===== src/rtl/store_narrow_rmw.sv =====
// Narrows a register value to byte/half/word and stores it to a word-only memory,
// using read-modify-write for sub-word stores. Optional: `define ALIGN_CHECK_EN.
module store_narrow_rmw #(
  parameter int ADDR_W = 32
) (
  input  logic              CLK,
  input  logic              Reset,
  input  logic              StReq,
  input  logic [ADDR_W-1:0] StAddr,
  input  logic [31:0]       StData,
  input  logic [1:0]        StSize,
  output logic              StBusy,
  output logic              StDone,
  output logic              StErr,
  output logic [ADDR_W-1:0] MemAddr,
  output logic              MemRd,
  output logic              MemWr,
  output logic [31:0]       MemWData,
  input  logic [31:0]       MemRData,
  input  logic              MemAck
);

  typedef enum logic [1:0] {
    S_IDLE  = 2'd0,
    S_READ  = 2'd1,
    S_WRITE = 2'd2,
    S_DONE  = 2'd3
  } state_t;

  state_t            r_state;
  state_t            w_next;
  logic [ADDR_W-1:0] r_addr;
  logic [1:0]        r_size;
  logic [31:0]       r_wdata;
  logic [31:0]       w_merged;
  logic              w_narrow;
  logic              w_misaligned;

  // Sizes 00/01 need the old word; 10/11 are full-word writes.
  assign w_narrow = ~StSize[1];

`ifdef ALIGN_CHECK_EN
  logic r_err;

  assign w_misaligned = ((StSize == 2'b01) && StAddr[0]) ||
                        (StSize[1] && (StAddr[1:0] != 2'b00));
`else
  assign w_misaligned = 1'b0;
`endif

  // NOTE: sequential state uses non-blocking assignments so every register
  // samples the pre-edge values, independent of process ordering.
  always_ff @(posedge CLK or posedge Reset) begin
    if (Reset) begin
      r_state <= S_IDLE;
    end else begin
      r_state <= w_next;
    end
  end

  // NOTE: default assignment first so no path leaves w_next unassigned,
  // which would otherwise infer a latch.
  always_comb begin
    w_next = r_state;
    unique case (r_state)
      S_IDLE: begin
        if (StReq) begin
          if (w_misaligned)  w_next = S_DONE;
          else if (w_narrow) w_next = S_READ;
          else               w_next = S_WRITE;
        end
      end
      S_READ:  if (MemAck) w_next = S_WRITE;
      S_WRITE: if (MemAck) w_next = S_DONE;
      S_DONE:  w_next = S_IDLE;
      default: w_next = S_IDLE;
    endcase
  end

  // Lane merge: StData's low byte/half is still in r_wdata[15:0] until the read returns.
  always_comb begin
    w_merged = MemRData;
    if (r_size == 2'b01) begin
      w_merged[{r_addr[1], 4'b0000} +: 16] = r_wdata[15:0];
    end else begin
      w_merged[{r_addr[1:0], 3'b000} +: 8] = r_wdata[7:0];
    end
  end

  // NOTE: the operand latches are reset too, so MemAddr/MemWData read 0 after reset.
  always_ff @(posedge CLK or posedge Reset) begin
    if (Reset) begin
      r_addr  <= '0;
      r_size  <= '0;
      r_wdata <= '0;
`ifdef ALIGN_CHECK_EN
      r_err   <= 1'b0;
`endif
    end else begin
      if ((r_state == S_IDLE) && StReq) begin
        r_addr  <= StAddr;
        r_size  <= StSize;
        r_wdata <= StData;
`ifdef ALIGN_CHECK_EN
        r_err   <= w_misaligned;
`endif
      end else if ((r_state == S_READ) && MemAck) begin
        r_wdata <= w_merged;
      end
    end
  end

  always_comb begin
    StBusy   = (r_state != S_IDLE);
    MemRd    = (r_state == S_READ);
    MemWr    = (r_state == S_WRITE);
    StDone   = (r_state == S_DONE);
`ifdef ALIGN_CHECK_EN
    StErr    = (r_state == S_DONE) && r_err;
`else
    StErr    = 1'b0;
`endif
    MemAddr  = {r_addr[ADDR_W-1:2], 2'b00};
    MemWData = r_wdata;
  end

endmodule


===== config.mk =====
export PLATFORM = sky130hd
export DESIGN_NAME = store_narrow_rmw
export DESIGN_NICKNAME = d
export VERILOG_FILES = /design/src/rtl/store_narrow_rmw.sv
export SDC_FILE = /design/constraint.sdc
export NUM_CORES = 1
export LEC_CHECK = 0
export ABC_AREA = 1
export CORE_MARGIN = 10
export CORE_UTILIZATION = 46
export CTS_BUF_LIST = sky130_fd_sc_hd__clkbuf_8
export DETAILED_ROUTE_END_ITERATION = 10
export MAX_ROUTING_LAYER = met4
export PLACE_DENSITY = 0.82
export SETUP_SLACK_MARGIN = 0.02
export SYNTH_ARGS = -nofsm -noshare
export SYNTH_HDL_FRONTEND = slang
export SYNTH_SLANG_ARGS = --single-unit

===== constraint.sdc =====
create_clock -name CLK -period 2.68 [get_ports CLK]
set_input_delay 0.268 -clock CLK [delete_from_list [all_inputs] [get_ports CLK]]
set_output_delay 0.268 -clock CLK [all_outputs]
set_load 0.1 [all_outputs]

# Yosys cells after proc, flatten, opt, wreduce, memory -nomap -nowiden
# Cells that the tools add are included.
[classes]
n_addsub = 2
mul = 0
div_mod_pow = 0
magnitude_cmp = 0
eq_ne = 7
shifts = 4
n_mux = 10
n_bitwise = 0
reduce_logical = 6
[op_table]
columns = ["op", "count"]
rows = [
  ["$mux W32", 3],
  ["$bwmux W32", 2],
  ["$shift A16 B7 Y32 const A", 1],
  ["$shift A8 B7 Y32 const A", 1],
  ["$shiftx A16 B7 Y32", 1],
  ["$shiftx A8 B7 Y32", 1],
  ["$neg A5 Y7", 2],
  ["$mux W2", 4],
  ["$pmux W2 S4", 1],
  ["$eq A2 B1 Y1 const B", 2],
  ["$eq A2 B2 Y1 const B", 2],
  ["$ne A2 B1 Y1 const B", 2],
  ["$reduce_bool A2 Y1", 2],
  ["$reduce_and A3 Y1", 1],
  ["$logic_and A1 B1 Y1", 2],
  ["$logic_not A2 Y1", 1],
  ["$ne A2 B2 Y1 const B", 1],
]
[word_totals]
reg_bits = 68
latchBits = 0
ramBits = 0
romBits = 0
wordCells = 33
mem_count = 0

# Logic depth before layout (Yosys ltp)
[logic_depth]
depth_word = 6
mapped_depth = 11
mapped_depth_nobuf = 10

# Worst setup path before layout
# No wires, ideal clock.
[synth_path]
path_type = "register -> register"
start = "register r_state[1]"
end = "register r_wdata[21] (netlist: MemWData[21])"
arrival_ns = 2.108
path_slack_ns = 0.504
path_stages_with_launch = 10
n_path_buf = 1
cell_sequence = "dfrtp_1 inv_1 ha_1 nand2_1 nand2_2 clkbuf_1 o21ai_0 inv_1 nand2_1 nand2_1"
[synth_between]
elab_chain_cells = 3
elab_cells_between_ends = 6
cone_classes = "eq/ne (1); mux (1); reduce/logical (4)"
[synth_lines]
columns = ["item", "line_no", "text"]
rows = [
  ["from (decl)", "30", "state_t r_state;"],
  ["from (signal assigned)", "57", "r_state <= w_next;"],
  ["$eq A2 B1 Y1", "--", ""],
  ["via MemRd", "16", "output logic MemRd,"],
  ["$logic_and A1 B1 Y1", "107", "end else if ((r_state == S_READ) && MemAck) begin"],
  ["$reduce_bool A2 Y1 (no line)", "--", ""],
  ["to (signal assigned)", "103", "r_wdata <= StData;"],
  ["to (signal assigned)", "108", "r_wdata <= w_merged;"],
  ["to (decl)", "34", "logic [31:0] r_wdata;"],
]
# The timed path passes the listed nets, and every way through them passes these cells.
# A chain may end at the register's enable or synchronous reset.

# Final worst setup path
[layout_path]
start = "register r_addr[0]"
end = "register r_wdata[6] (netlist: MemWData[6])"
[layout_between]
elab_chain_cells = 6
elab_cells_between_ends = 7
cone_classes = "add/sub (1); shift (2); mux (4)"
[layout_lines]
columns = ["item", "line_no", "text"]
rows = [
  ["from (decl)", "32", "logic [ADDR_W-1:0] r_addr;"],
  ["from (signal assigned)", "101", "r_addr <= StAddr;"],
  ["$neg A5 Y7 *", "86", "w_merged[{r_addr[1:0], 3'b000} +: 8] = r_wdata[7:0];"],
  ["$shiftx A8 B7 Y32 / $shift A8 B7 Y32 (equally long branches)", "86", ""],
  ["$bwmux W32 *", "86", ""],
  ["$mux W32 *", "83", "if (r_size == 2'b01) begin"],
  ["$mux W32 *", "107", ""],
  ["$mux W32 *", "100", "if ((r_state == S_IDLE) && StReq) begin"],
]
# Mark *: on every way between the ends. The rest lies on a longest branch, timed or not. The select of a mux whose other input is x is not followed.

==> results.sh <==
export IMPL_design_area_um2=5960
export IMPL_boundaryPins=171
export IMPL_r2r_end="MemWData[6]"
export IMPL_wirelength_mm=14.0
export IMPL_drc_errors=0
export IMPL_grt_max_degree=61
export IMPL_drtIter0Drc=356
export IMPL_start_util_pct=47.6
export IMPL_first_global_vias=4458
export IMPL_critPathLaunchType="flip-flop"
export IMPL_grt_util_all_layers_pct=20.3
export IMPL_path_max_fanout=20
export IMPL_crit_end="MemWData[6]"
export IMPL_ys_seq_area_share_pct=38.4
export IMPL_cts_htree_levels=3
export IMPL_num_rows=35
export IMPL_dieHeight_um=118
export IMPL_cts_max_path_buffers=2
export IMPL_antenna_found_initial=0
export IMPL_drv_cap=0
export IMPL_hold_viol_final=0
export IMPL_clkLatencyLatePin_ns=0.35
export IMPL_fin_setup_tns_ns=0
export IMPL_grt_overflow_total=0
export IMPL_firstDrtPassIters=6
export IMPL_min_period_ns=1.91
export IMPL_cts_num_sinks=68
export IMPL_cts_resized=0
export IMPL_max_slew_margin_rel_pct=51.9
export IMPL_slowest_delay_ns=0.36
export IMPL_final_max_slew_violation_count=0
export IMPL_end_kind="flip-flop"
export IMPL_postCtsSetupBuffers=0
export IMPL_startpoint="r_addr[0]"
export IMPL_status="finished clean"
export IMPL_port_buffers=167
export IMPL_place_area_um2=5760
export IMPL_tightestPinTransition_ns=0.720
export IMPL_dieArea_um2=14000
export IMPL_period_share_pct=71.4
export IMPL_synthCells=665
export IMPL_grt_pass1_wl_mm=22.8
export IMPL_crit_path_cell_trace="buf_4 -> inv_1 -> ha_1 -> inv_2 -> nor2_1 -> nand3_1 -> inv_1 -> nor2_4 -> nand2_1 -> nand2_1"
export IMPL_postRouteAntennaNets=0
export IMPL_drive_gt1_share_pct=13.3
export IMPL_hold_buffers=0
export IMPL_synth_area_um2=4440
export IMPL_dp_cells=908
export IMPL_synth_distinct_cells=26
export IMPL_cts_tree="done"
export IMPL_post_drt_wl_per_cell_um=15.2
export IMPL_syn_to_final_growth_pct=34.4
export IMPL_antennaDiodeCount=0
export IMPL_cts_root_buffer="clkbuf_8"
export IMPL_place_congestion=1.04
export IMPL_layout_commonest_cell="nand2_1"
export IMPL_r2r_start="r_addr[0]"
export IMPL_clk_pin_slew_ns=0.09
export IMPL_fin_cells=924
export IMPL_layout_nets=902
export IMPL_dp_hpwl_mm=11.0
export IMPL_fin_skew_ns=0.0167
export IMPL_die_w_um=118
export IMPL_hold_class="in2async"
export IMPL_syn_avg_cell_area_um2=6.67
export IMPL_setup_viol=0
export IMPL_synth_seq_cells=68
export IMPL_worstPathRequired_ns=2.91
export IMPL_cts_buffers=9
export IMPL_rsz0062_at_grt="no"
export IMPL_worstPathArrival_ns=2.15
export IMPL_crit_slowest_cell="dfrtp_1"
export IMPL_max_freq_mhz=522
export IMPL_via_per_inst=4.81
export IMPL_r2r_cells=10
export IMPL_r2r_slack_ns=0.77
export IMPL_vias=4442
export IMPL_core_area_um2=9330
export IMPL_path_class="reg2reg"
export IMPL_final_cell_mix="309 x nand2_1, 101 x clkdlybuf4s50_1, 72 x buf_4, 68 x dfrtp_1, 52 x nor2_1"
export IMPL_yosys_warnings=0
-- worst max-delay path: cells and delay by family (launching register included) --
family / cells / cell delay [ns]
buffers and inverters: 4 / 0.60
flip-flops: 1 / 0.36
AND/OR/NAND/NOR: 5 / 0.47
adder cells (fa/ha/maj): 1 / 0.36
-- cell families (layout without fill, tap and decap cells) --
kind of cell / Yosys count / after routing / share of synthesized area, %
muxes: 1 / 1 / 0.226
other: 1 / 3 / 0.0845
and+or+nand+nor: 398 / 398 / 36.0
buffers and inverters: 116 / 244 / 14.0
DFF: 68 / 68 / 38.4
adders and majority gates: 10 / 10 / 2.82
AOI/OAI and AO/OA: 71 / 71 / 8.49
-- area by class of cell --
cell class                      instances  area, µm²
Timing Repair Buffer                  174       1570
Tap cell                              129        161
Sequential cell                        68       1700
Clock inverter                          7       75.1
Inverter                               54        205
Multi-Input combinational cell        483       2120
Fill cell                             864       3370
Clock buffer                            9        124
-- cell usage after synthesis --
library cell    n  area share, %
nand2_1       309             26
dfrtp_1        68             38
nor2_1         52            4.4
inv_1          49            4.1
o21ai_0        41            4.6
buf_4          34            5.8
a21oi_1        21            2.4
nand3_1        20            2.3
buf_2          14            1.6
ha_1           10            2.8
clkbuf_1        9           0.76
o21bai_1        8            1.4
buf_6           5            1.3
nand4_1         5           0.71
nand2_2         4           0.56
inv_2           3           0.25
nand2_4         2           0.51
nand3_2         2           0.45
nor2_2          2           0.28
clkinv_1        1          0.085
conb_1          1          0.085
inv_4           1           0.14
mux2i_1         1           0.23
nor2_4          1           0.25
nor2_8          1           0.45
o22ai_1         1           0.14
-- flip-flops by register name, indices dropped and copies added (netlist names) --
name / cells
r_size: 2
r_addr: 32
r_state: 2
MemWData: 32
-- per-layer routing --
| layer | up-vias | part of all wire (%) | GRT usage (%) |
|---|---|---|---|
| met2 | 165 | 48 | 32.7 |
| li1 | 2250 | - | - |
| met5 | - | 0 | - |
| met3 | 22 | 6.1 | 4.24 |
| met1 | 2005 | 44 | 25.0 |
| met4 | 0 | 2.0 | 6.11 |
-- worst min path at each step --
stage	cells past startpoint	end	slack, ns
after floorplan	2	r_addr[10]	0.38
after global placement	2	r_addr[31]	0.46
after detailed placement	2	r_addr[6]	0.47
after CTS	2	r_addr[31]	0.37
after global routing	2	r_addr[31]	0.41
final	2	r_addr[11]	0.36
-- through the flow --
stage	utilization [%]	hold WS, ns	setup WS (ns)
floorplan	-	0.378	0.504
global placement	61.8	0.464	0.892
detailed placement	61.8	0.466	0.816
CTS	63.9	0.368	0.776
global route	63.9	0.406	0.619
finish	63.9	0.356	0.765
Power is not shown: default switching activity piles up to over one toggle a cycle in this logic, so the estimate is an artifact.
